==> config.mk <==
export PLATFORM = sky130hd
export DESIGN_NAME = i2_operand_stager
export DESIGN_NICKNAME = d
export VERILOG_FILES = /design/src/rtl/i2_stage_pkg.sv /design/src/rtl/i2_frame_buf.sv /design/src/rtl/i2_operand_stager.sv
export SDC_FILE = /design/constraint.sdc
export NUM_CORES = 1
export LEC_CHECK = 0
export CORE_ASPECT_RATIO = 1.4
export CORE_MARGIN = 2
export CORE_UTILIZATION = 47
export CTS_CLUSTER_DIAMETER = 40
export DETAILED_ROUTE_END_ITERATION = 10
export PLACE_DENSITY = 0.9
export SYNTH_ARGS = -nofsm -noshare
export SYNTH_HDL_FRONTEND = slang
export SYNTH_SLANG_ARGS = --single-unit
==> constraint.sdc <==
create_clock -name clk -period 2.43 [get_ports clk]
set_input_delay 0.486 -clock clk [delete_from_list [all_inputs] [get_ports clk]]
set_output_delay 0.486 -clock clk [all_outputs]
set_load 0.05 [all_outputs]
==> src/rtl/i2_stage_pkg.sv <==
// Shared definitions for the i2 operand stager: word indices, control-word bit positions,
// FSM encoding and the packed frame type.
package i2_stage_pkg;

    localparam int IDX_V30  = 0;
    localparam int IDX_V62  = 1;
    localparam int IDX_V94  = 2;
    localparam int IDX_V126 = 3;
    localparam int IDX_V144 = 4;
    localparam int IDX_V176 = 5;
    localparam int IDX_V188 = 6;
    localparam int IDX_CTRL = 7;

    localparam int CTRL_V63     = 0;
    localparam int CTRL_V64     = 1;
    localparam int CTRL_V127    = 2;
    localparam int CTRL_V128    = 3;
    localparam int CTRL_V129    = 4;
    localparam int CTRL_V130    = 5;
    localparam int CTRL_V178_0  = 6;
    localparam int CTRL_V178_1  = 7;
    localparam int CTRL_V190_0  = 8;
    localparam int CTRL_V190_1  = 9;
    localparam int CTRL_V191_31 = 10;
    localparam int CTRL_V193_0  = 11;
    localparam int CTRL_V193_1  = 12;
    localparam int CTRL_SEL_LSB = 24;

    localparam logic [0:0] S_LOAD    = 1'b0;
    localparam logic [0:0] S_PRESENT = 1'b1;

    typedef enum logic [0:0] {
        LOAD    = S_LOAD,
        PRESENT = S_PRESENT
    } state_e;

    typedef logic [7:0][31:0] frame_t;

    function automatic logic [7:0] word_bit(input logic [2:0] idx);
        word_bit = 8'b1 << idx;
    endfunction

endpackage

==> src/rtl/i2_frame_buf.sv <==
// 8x32 frame register with per-word load mask.
// Latency: write visible the cycle after wr_en; clr empties the mask only.
// Backpressure: none, the caller gates wr_en/clr.
module i2_frame_buf
    import i2_stage_pkg::*;
(
    input  logic        clk,
    input  logic        rst_n,
    input  logic        wr_en,
    input  logic [2:0]  wr_idx,
    input  logic [31:0] wr_word,
    input  logic        clr,
    output frame_t      frame,
    output logic [7:0]  mask
);

    always_ff @(posedge clk or negedge rst_n) begin
        if (!rst_n) begin
            frame <= '0;
            mask  <= '0;
        end else if (clr) begin
            // Words are kept; only the record of what was loaded is dropped.
            mask <= '0;
        end else if (wr_en) begin
            frame[wr_idx] <= wr_word;
            mask[wr_idx]  <= 1'b1;
        end
    end

endmodule

==> src/rtl/i2_operand_stager.sv <==
// Collects an 8-word operand frame and presents it to the i2 reduction stage.
// Latency: out_valid rises 1 cycle after the write that completes the frame.
// Backpressure: holds frame until out_ready; writes stall in PRESENT unless I2_STAGER_SHADOW_BUF_EN.
module i2_operand_stager
    import i2_stage_pkg::*;
#(
    parameter int DATA_W    = 32,
    parameter int NUM_WORDS = 8,
    parameter int CNT_W     = 16
) (
    input  logic                        clk,
    input  logic                        rst_n,
    input  logic                        wr_valid,
    output logic                        wr_ready,
    input  logic [2:0]                  wr_addr,
    input  logic [DATA_W-1:0]           wr_data,
    input  logic                        abort,
    output logic [NUM_WORDS*DATA_W-1:0] frame_q,
    output logic [7:0]                  sel_q,
    output logic                        out_valid,
    input  logic                        out_ready,
    output logic [NUM_WORDS-1:0]        load_mask,
    output logic [CNT_W-1:0]            frame_cnt
);

    state_e            state_q, state_d;
    logic [CNT_W-1:0]  frame_cnt_q;
    logic              hs, abort_eff, wr_en, ld_full_nxt;
    logic [7:0]        ld_mask, ld_mask_nxt;
    frame_t            pres_frame;

    assign out_valid   = (state_q == PRESENT);
    assign hs          = out_valid && out_ready;
    assign wr_en       = wr_valid && wr_ready && !abort_eff;
    assign ld_mask_nxt = abort_eff ? 8'h00 : (ld_mask | (wr_en ? word_bit(wr_addr) : 8'h00));
    assign ld_full_nxt = &ld_mask_nxt;

`ifdef I2_STAGER_SHADOW_BUF_EN
    localparam bit SHADOW_EN = 1'b1;

    logic            pres_sel_q;
    frame_t [1:0]    buf_frame;
    logic [1:0][7:0] buf_mask;

    assign wr_ready  = 1'b1;
    assign abort_eff = abort;

    for (genvar b = 0; b < 2; b++) begin : g_buf
        // The buffer not being presented is always the one being loaded.
        i2_frame_buf u_buf (
            .clk     (clk),
            .rst_n   (rst_n),
            .wr_en   (wr_en && (pres_sel_q != 1'(b))),
            .wr_idx  (wr_addr),
            .wr_word (wr_data),
            .clr     ((pres_sel_q == 1'(b)) ? hs : abort_eff),
            .frame   (buf_frame[b]),
            .mask    (buf_mask[b])
        );
    end

    assign ld_mask    = buf_mask[~pres_sel_q];
    assign pres_frame = buf_frame[pres_sel_q];

    always_ff @(posedge clk or negedge rst_n) begin
        if (!rst_n) begin
            pres_sel_q <= 1'b0;
        end else if (((state_q == LOAD) || hs) && ld_full_nxt) begin
            pres_sel_q <= ~pres_sel_q;
        end
    end
`else
    localparam bit SHADOW_EN = 1'b0;

    logic [7:0] buf_mask;

    assign wr_ready  = (state_q == LOAD);
    assign abort_eff = abort && (state_q == LOAD);

    i2_frame_buf u_buf (
        .clk     (clk),
        .rst_n   (rst_n),
        .wr_en   (wr_en),
        .wr_idx  (wr_addr),
        .wr_word (wr_data),
        .clr     (abort_eff || hs),
        .frame   (pres_frame),
        .mask    (buf_mask)
    );

    assign ld_mask = buf_mask;
`endif

    always_comb begin
        state_d = state_q;
        case (state_q)
            LOAD:    if (ld_full_nxt) state_d = PRESENT;
            // A full shadow frame replaces the consumed one without a bubble.
            PRESENT: if (hs) state_d = (SHADOW_EN && ld_full_nxt) ? PRESENT : LOAD;
            default: state_d = LOAD;
        endcase
    end

    always_ff @(posedge clk or negedge rst_n) begin
        if (!rst_n) begin
            state_q     <= LOAD;
            frame_cnt_q <= '0;
        end else begin
            state_q <= state_d;
            if (hs) frame_cnt_q <= frame_cnt_q + 1'b1;
        end
    end

    assign frame_q   = pres_frame;
    assign sel_q     = pres_frame[IDX_CTRL][CTRL_SEL_LSB +: 8];
    assign load_mask = ld_mask;
    assign frame_cnt = frame_cnt_q;

endmodule

Word level (Yosys, flattened, before mapping):

Index checks and enable logic that the tools add are counted.

* RAM bits: 0
* output and inout port bits: 290
* bits of input ports: 40
* register bits after elaboration: 281
* bits in latches: 0
* memories: 0
* bits in read-only memories: 0

* multiply operators: 0
* shift-type cells: 1
* add/subtract/negate cells: 1
* divide/modulo/power cells: 0
* order comparisons: 2
* muxes and demuxes: 12
* bitwise gates (word level): 4
* equality and inequality tests: 0
* reduce and logical (&&, ||, !) cells: 10

Operator list (count)
* bitwise mux 256 bit: 1
* demux 32 bit (select 3 bit): 1
* two-way mux 32 bit: 1
* two-way mux 8 bit: 4
* adder 16 x 1 -> 16 bit (second input constant): 1
* bitwise OR 8 bit: 2
* AND reduction 8 bit: 1
* left shift 1 x 3 -> 8 bit (first input constant): 1
* logical AND 1 bit: 5
* < comparator 3 x 4 -> 1 bit (second input constant): 1
* demux 1 bit (select 3 bit): 1
* >= comparator 3 x 1 -> 1 bit (second input constant): 1
* two-way mux 1 bit: 3
* NOT 1 bit: 2
* case mux 1 bit (2 select lines): 1
* AND reduction 2 bit: 1
* nonzero test 2 bit: 1
* logical NOT 1 bit: 1
* logical OR 1 bit: 1

Longest topological paths before layout:

Gate-level depths: netlist of the first run.

* depth after elaboration: 10
* gate-level depth with buffers: 7

Cells and area by module:

From an unflattened synthesis of the first run, not the netlist that was laid out.

* cells, all modules: 662
* area total of the unflattened synthesis: 11039.3 µm²

Modules (own cells, without submodules)
* i2_frame_buf: sequential area each 6606.3 µm², instances 1, cells an instance 573, area each 10092.2 µm²
* i2_operand_stager: sequential area each 425.4 µm², instances 1, cells an instance 89, area each 947.2 µm²

Least setup slack after synthesis of the first run:

OpenSTA, ideal clock, no wires.

* path type: flip-flop to flip-flop
* start point: register state_q (netlist: out_valid)
* end point: register u_buf.frame[10] (netlist bit)
* setup slack: -0.008 ns
* cell stages (with the launch flop): 8
* buffers on the path: 4
* arrival time: 2.313 ns
* library setup time: 0.125 ns
* period minus slack after synthesis: 2.438 ns
* cells stage by stage: dfrtp_1 buf_6 or4b_4 buf_6 or3_1 buf_6 buf_12 mux2_4

* word-level cells in the longest chain between the ends: 5

Ends and longest elaborated chain
* from (decl): RTL line i2_operand_stager.sv:26 `state_e state_q, state_d;`
* from (signal assigned): RTL line i2_operand_stager.sv:109 `state_q <= state_d;`
* NOT 1 bit
* logical AND 1 bit: RTL line i2_operand_stager.sv:78 `assign abort_eff = abort && (state_q == LOAD);`
* logical NOT 1 bit / logical OR 1 bit (equally long branches): RTL line i2_operand_stager.sv:34, i2_operand_stager.sv:86
* logical AND 1 bit / NOT 1 bit (equally long branches)
* AND reduction 2 bit (no line) (*)
* to (signal, indexed assignment): RTL line i2_frame_buf.sv:25 `frame[wr_idx] <= wr_word;`
* to (decl): RTL line i2_frame_buf.sv:13 `output frame_t frame,`

Every way passes the cells marked *; elsewhere a longest branch is shown, timed or not.
A chain may end at the register's enable or synchronous reset.

Worst setup path after layout of the first run:

* start point: register frame_cnt_q[3] (netlist: frame_cnt[3])
* end point: output port frame_cnt[3]

RTL lines
* from (decl): RTL line i2_operand_stager.sv:27 `logic [CNT_W-1:0] frame_cnt_q;`
* from (signal assigned): RTL line i2_operand_stager.sv:110 `if (hs) frame_cnt_q <= frame_cnt_q + 1'b1;`
* to (decl): RTL line i2_operand_stager.sv:23 `output logic [CNT_W-1:0] frame_cnt`

No word-level cell between the ends.

==> metrics.md, run 1 <==
| Metric | Value |
|---|---|
| DRC | `0` |
| Lkg Pwr | `6.907 nW` |
| Worst path arrival time | `1.88 ns` |
| Outcome | `finished clean` |
| Num rows | `65` |
| CP cell instances | `clkdlybuf4s50_1` |
| Die height | `183.7 um` |
| Antenna violations before repair | `1` |
| Fin. Hold Viols | `0` |
| Max-slew headroom | `a little under three fifths` |
| Seq/Total Area, Yosys | `between 60 and 70%` |
| Reg2Reg Depth | `5` |
| Top-area cell type share of the netlist area | `about two thirds` |
| Overall Global Routing Usage | `~25%` |
| Internal | `0.01090 W` |
| Critical Path Fanout Max | `6` |
| Synth-to-layout area growth | `44.07%` |
| Synth area leader | `dfrtp_1` |
| FF-to-FF End | `u_buf.frame[68]` |
| Psw | `0.007372 W` |
| Ys async rst share | `100.0%` |
| Crit path kind | `reg2out` |
| CP max-delay cell | `clkdlybuf4s50_1` |
| Number of top-level pins | `330` |
| # Post-CTS Setup Buffers | `0` |
| Crit path required time | `between 1.5 and 2 ns` |
| Non-filler cells in the finished layout | `1335` |
| Cell Pwr Density | `1169 nW/um2` |
| Syn Inst Count | `between 600 and 700` |
| Final core area utilization | `69.09%` |
| Setup violations, final | `0` |
| Number of flops mapped to enable cells by yosys | `0` |
| Die area | `24320 um2` |
| Post-synthesis register bit count | `281` |
| Placement Setup Slack | `-0.1293 ns` |
| Worst Max-Slew Pin Slew | `0.6418 ns` |
| Tmin final | `2.362 ns` |
| Max clock buf depth | `3` |
| Largest net degree at the start of global routing | `87` |
| Clk_lat worst skew | `about 0.54 ns` |
| Core area | `22610 um2` |
| Clock Pin Slew Worst Setup and Hold Paths | `~0.060 ns` |
| Total Power | `0.01827 W` |
| Netlist Area Pre-Place | `~11000 um2` |
| Ys flop type | `dfrtp_1` |
| Starting Density | `47.96%` |
| N_diodes | `0` |
| Routed WL | `30680 um` |
| Clk_skew | `between 0.01 and 0.015 ns` |
| Die width | `between 100 and 150 um` |
| Final Slew Violations | `0` |
| Combinational Power Share | `41.4%` |
| Max Fclk | `423.3 MHz` |
| Gr ovfl total | `0` |
| Worst VDD drop | `0.9106 mV` |
| Synth Area per Inst | `16.28 um2` |
| PortBufs | `329` |
| CP max stage delay | `a little under 0.9 ns` |
| Routed Antenna Nets | `0` |
| Delay-heaviest family, CP | `buffers and inverters` |
| Power share of the sequential group | `34.5%` |
| Max-cap viol count | `0` |
| Area contributors post-synth | `dfrtp_1, mux2_2, mux2_4` |
| Drt pass-1 iters | `4` |
| Clock buffer count from CTS | `29` |
| Sw Ratio | `40.36%` |
| CTS tree | `built` |
| Ys Warns | `0` |
| Post-Syn Nets | `between 700 and 800` |
| Via density | `5.228` |
| Dpl hpwl | `21520 um` |
| Global-route wire length before repair | `46650 um` |
| CTS sink count | `281` |
| Worst R2R Setup Slack | `0.37 ns` |
| Via count | `6980` |
| Post-DR wirelength/cell | `22.98 um` |
| Vias in the first global route | `approximately 7600` |
| Clk root buf | `clkbuf_16` |
| Type of origin of the critical path | `flip-flop` |
| DP Cell Count | `1284` |
| Critical path depth in cells | `1` |
| Clock share of power | `approximately a quarter` |
| HP Class | `in2async` |
| CP endpoint kind | `output port` |
| Crit path buffers/inverters | `1` |
| RSZ-0062 raised after global routing | `no` |
| Final WS setup | `0.06751 ns` |
| Critical path launch point | `frame_cnt[3]` |
| CTS H-tree lvls | `1` |
| Design Area, Final | `about 16000 um2` |
| Critical R2R Launch | `out_valid` |
| Cts repair resizes | `0` |
| Cell variety after synth | `39` |
| Final Net Count | `1056` |
| Placed instance area | `14660 um2` |
| Fin crit share | `between 90% and 100%` |
| Worst setup endpoint | `frame_cnt[3]` |
| RePlAce Congestion | `0.8203` |
| Layout cells sized above 1 | `33.08%` |
| DR iter-0 viols | `307` |
==> routing by layer <==
layer | global-route usage (%) | up-vias | routed length (um)
li1 | - | 3026 | -
met2 | 46.07 | 260 | 16540
met5 | 0 | - | 11
met3 | 4.770 | 68 | 1637
met4 | 10.06 | 2 | 1256
met1 | 28.52 | 3624 | 11230
==> layout by cell type (no fill, tap or decap), types with 9 or more instances in the layout <==
| cell | Yosys | final |
|---|---|---|
| xnor2_1 | 9 | 9 |
| clkbuf_16 | 0 | 29 |
| buf_4 | 8 | 15 |
| dfrtp_1 | 281 | 280 |
| buf_12 | 3 | 15 |
| inv_1 | 9 | 9 |
| mux2_2 | 225 | 225 |
| mux2_4 | 29 | 29 |
| nand2_1 | 10 | 9 |
| clkdlybuf4s50_1 | 0 | 327 |
==> what timing repair did <==
action / 4_1_cts / 5_1_grt
hold buffers: 1 / 0
endpoints found under the setup margin: 0 / 0
endpoints found under the hold margin: 44 / 0
==> registers in the layout, indices dropped and copies added (netlist names) <==
| signal | cells |
|---|---|
| frame_cnt | 16 |
| u_buf.mask | 8 |
| u_buf.frame | 256 |
| out_valid | 1 |
==> cell type report <==
cell class              instances  area, um2
inverters                       9      33.78
clock buffers                  39      813.3
clock inverters                11      133.9
multi-input cells             335       3520
repair buffers                359       3711
well taps                     301      376.6
flip-flops and latches        281       7033
fillers                      1535       6988
==> Yosys cell counts (2+ instances only) <==
cell / instances
nand2b_1: 2
nand3_1: 3
mux2_4: 29
a21oi_1: 6
nand2_1: 10
mux2_2: 225
buf_2: 12
buf_12: 3
o21ai_0: 2
mux2_1: 3
nand4_1: 6
and2_1: 2
nor4_1: 3
xor2_1: 6
buf_4: 8
nor2_1: 6
buf_6: 3
clkbuf_1: 12
or2_1: 3
xnor2_1: 9
inv_1: 9
nor3_1: 4
dfrtp_1: 281
buf_1: 3
nand3b_1: 2
==> worst min-delay path by stage <==
stage / start / to / slack, ns
4_1_cts: rst_n / u_buf.frame[131] / 0.44
3_3_place_gp: rst_n / u_buf.frame[130] / 0.42
5_1_grt: rst_n / u_buf.frame[133] / 0.48
6_report: rst_n / u_buf.frame[69] / 0.45
3_5_place_dp: rst_n / u_buf.frame[133] / 0.42
2_1_floorplan: rst_n / frame_cnt[0] / 0.19
==> power by group through the flow <==
stage	Sequential (W)	Clock, W	Combinational, W
floorplan	0.00992	0	0.00116
global placement	0.00628	0	0.00748
detailed placement	0.00635	0	0.00759
CTS	0.00629	0.00449	0.00763
global route	0.00641	0.00467	0.00777
finish	0.00630	0.00440	0.00757
==> stage by stage <==
stage / hold WS, ns / setup TNS (ns)
detailed placement: 0.4244 / -9.833
floorplan: 0.1904 / 0
global route: 0.4812 / 0
finish: 0.4509 / 0
CTS: 0.4424 / 0
global placement: 0.4161 / -8.617
==> kinds of logic (layout without fill, tap and decap cells) <==
logic type / count (synthesis) / after routing / synth area share (%)
AO/OA/AOI/OAI: 15 / 15 / 0.9001
XOR/XNOR: 15 / 15 / 1.212
adder cells (fa/ha/maj): 1 / 1 / 0.1154
buffers and inverters: 50 / 418 / 2.804
flip-flops: 281 / 281 / 64.85
multiplexers: 257 / 257 / 27.69
AND/OR/NAND/NOR: 47 / 47 / 2.423
No activity file was read; power rests on OpenSTA's default activity.
==> inputs of run 2 (changes only) <==
--- a/config.mk
+++ b/config.mk
@@ -10,7 +10,7 @@
 export CORE_UTILIZATION = 47
 export CTS_CLUSTER_DIAMETER = 40
 export DETAILED_ROUTE_END_ITERATION = 10
-export PLACE_DENSITY = 0.9
+export PLACE_DENSITY = 0.91
 export SYNTH_ARGS = -nofsm -noshare
 export SYNTH_HDL_FRONTEND = slang
 export SYNTH_SLANG_ARGS = --single-unit
==> constraint.sdc (replaced) <==
create_clock -name clk -period 2.43 [get_ports clk]
set_input_delay 0.6075 -clock clk [delete_from_list [all_inputs] [get_ports clk]]
set_output_delay 0.6075 -clock clk [all_outputs]
set_load 0.05 [all_outputs]
==> run 2 against run 1 <==
Compared with the run above: design area up 2.0%; clock power up 22%; worst setup slack worse by 0.025 ns.
==> metrics.md, run 2 (synthesized netlist as in run 1, its figures left out) <==
| Metric | Value |
|---|---|
| DRC | `0 (unchanged)` |
| Fin. Hold Viols | `0 (unchanged)` |
| Internal | `0.01169 W (was 0.01090 W)` |
| Placement Setup Slack | `-0.2779 ns (was -0.1293 ns)` |
| Type of origin of the critical path | `flip-flop (unchanged)` |
| Worst Max-Slew Pin Slew | `0.6452 ns (was 0.6418 ns)` |
| Largest net degree at the start of global routing | `76 (was 87)` |
| Number of top-level pins | `330 (unchanged)` |
| Synth-to-layout area growth | `47.01% (was 44.07%)` |
| Worst setup endpoint | `frame_cnt[12] (was frame_cnt[3])` |
| Clock share of power | `27.9% (was 24.1%)` |
| Power share of the sequential group | `32.7% (was 34.5%)` |
| Crit path required time | `1.82 ns (was 1.94 ns)` |
| Critical Path Fanout Max | `5 (was 6)` |
| CP endpoint kind | `output port (unchanged)` |
| CTS tree | `built (unchanged)` |
| Combinational Power Share | `39.4% (was 41.4%)` |
| Max Fclk | `418.8 MHz (was 423.3 MHz)` |
| Layout cells sized above 1 | `34.16% (was 33.08%)` |
| Antenna violations before repair | `0 (was 1)` |
| Placed instance area | `14710 um2 (was 14660 um2)` |
| Core area | `22610 um2 (unchanged)` |
| CTS H-tree lvls | `2 (was 1)` |
| Critical path depth in cells | `1 (unchanged)` |
| CP max stage delay | `0.84 ns (was 0.87 ns)` |
| CTS sink count | `281 (unchanged)` |
| Outcome | `finished clean (unchanged)` |
| Gr ovfl total | `0 (unchanged)` |
| Commonest cells after routing, fill and taps aside | `clkdlybuf4s50_1, dfrtp_1, mux2_2 (unchanged)` |
| PortBufs | `329 (unchanged)` |
| N_diodes | `0 (unchanged)` |
| Cell Pwr Density | `1209 nW/um2 (was 1169 nW/um2)` |
| Worst path arrival time | `1.78 ns (was 1.88 ns)` |
| Reg2Reg Depth | `5 (unchanged)` |
| Via density | `5.237 (was 5.228)` |
| Max-slew headroom | `56.98% (was 56.92%)` |
| Max-cap viol count | `0 (unchanged)` |
| Worst VDD drop | `0.8347 mV (was 0.9106 mV)` |
| Final WS setup | `0.04203 ns (was 0.06751 ns)` |
| Commonest non-fill, non-tap cell in the layout | `clkdlybuf4s50_1 (unchanged)` |
| Routed Antenna Nets | `0 (unchanged)` |
| Dpl hpwl | `21590 um (was 21520 um)` |
| Crit path buffers/inverters | `1 (unchanged)` |
| Via count | `7080 (was 6980)` |
| Die area | `24320 um2 (unchanged)` |
| Die width | `132.4 um (unchanged)` |
| Clock buffer count from CTS | `35 (was 29)` |
| Worst R2R Setup Slack | `0.32 ns (was 0.37 ns)` |
| Post-CTS Hold Buffers | `0 (was 1)` |
| Fin crit share | `98.27% (was 97.22%)` |
| Crit path kind | `reg2out (unchanged)` |
| HP Class | `in2async (unchanged)` |
| Critical R2R Launch | `out_valid (unchanged)` |
| DR iter-0 viols | `340 (was 307)` |
| Clk root buf | `clkbuf_16 (unchanged)` |
| Global-route wire length before repair | `47170 um (was 46650 um)` |
| Vias in the first global route | `7763 (was 7629)` |
| Overall Global Routing Usage | `25.40% (was 25.02%)` |
| FF-to-FF End | `u_buf.frame[70] (was u_buf.frame[68])` |
| RePlAce Congestion | `0.8350 (was 0.8203)` |
| Critical path launch point | `frame_cnt[12] (was frame_cnt[3])` |
| CP cell instances | `clkdlybuf4s50_1 (unchanged)` |
| Die height | `183.7 um (unchanged)` |
| CP max-delay cell | `clkdlybuf4s50_1 (unchanged)` |
| Num rows | `65 (unchanged)` |
| Clk_skew | `0.02321 ns (was 0.01217 ns)` |
| RSZ-0062 raised after global routing | `no (unchanged)` |
| Psw | `0.007585 W (was 0.007372 W)` |
| Max clock buf depth | `3 (unchanged)` |
| Delay-heaviest family, CP | `buffers and inverters (unchanged)` |
| Clk_lat worst skew | `0.52 ns (was 0.54 ns)` |
| Final Net Count | `1066 (was 1056)` |
| Routed WL | `30910 um (was 30680 um)` |
| Post-DR wirelength/cell | `22.87 um (was 22.98 um)` |
| Final Slew Violations | `0 (unchanged)` |
| Tmin final | `2.388 ns (was 2.362 ns)` |
| Drt pass-1 iters | `4 (unchanged)` |
| Fill cells | `1445 (was 1535)` |
| Setup violations, final | `0 (unchanged)` |
| Starting Density | `47.96% (unchanged)` |
| Sw Ratio | `39.35% (was 40.36%)` |
| Clock Pin Slew Worst Setup and Hold Paths | `0.06 ns (about the same)` |
| Largest register FFs | `256 (unchanged)` |
| Lkg Pwr | `7.163 nW (was 6.907 nW)` |
| Top reg by flops | `u_buf.frame (unchanged)` |
| Design Area, Final | `15940 um2 (was 15620 um2)` |
| Final core area utilization | `70.50% (was 69.09%)` |
run 2: metal layers:
layer	GRT usage [%]	vias up	routed length (um)
met1	28.66	3631	11000
met5	0	-	0
met4	12.39	0	1634
met3	5.873	88	1884
li1	-	3076	-
met2	45.28	285	16400
run 2: what timing repair did:
item	4_1_cts	5_1_grt
pin swaps	0	0
setup endpoints to repair	2	5
buffers inserted	0	0
gates resized for setup	2	5
cloned	0	0
run 2: area by class of cell:
class | instances | area (um2) | area share, %
flip-flops and latches | 281 | 7033 | 44.12
repair buffers | 363 | 3761 | 23.59
multi-input cells | 335 | 3520 | 22.08
clock buffers | 44 | 950.9 | 5.965
well taps | 301 | 376.6 | 2.363
clock inverters | 19 | 265.3 | 1.664
inverters | 9 | 33.78 | 0.2119
run 2: worst min path at each step:
stage	start	to	cells after the start
5_1_grt	rst_n	u_buf.frame[161]	1
3_3_place_gp	u_buf.frame[245]	u_buf.frame[245]	1
6_report	rst_n	u_buf.frame[33]	1
2_1_floorplan	rst_n	frame_cnt[0]	0
4_1_cts	rst_n	u_buf.frame[33]	1
3_5_place_dp	u_buf.frame[245]	u_buf.frame[245]	1
run 2: stage by stage:
stage / hold WS (ns) / cells / power, W / setup TNS [ns]
CTS: 0.1160 / 1352 / 0.01942 / 0
floorplan: 0.3119 / 666 / 0.01108 / 0
global route: 0.1425 / 1352 / 0.01986 / 0
finish: 0.1032 / 1352 / 0.01928 / 0
global placement: 0.4694 / 1289 / 0.01377 / -35.84
detailed placement: 0.4751 / 1289 / 0.01395 / -40.39
run 2: power by group through the flow:
stage	registers [W]	clock network, W	logic (W)
after CTS	0.00630	0.00548	0.00764
after global routing	0.00642	0.00565	0.00779
after floorplan	0.00992	0	0.00116
after global placement	0.00628	0	0.00749
final	0.00631	0.00538	0.00759
after detailed placement	0.00635	0	0.00761
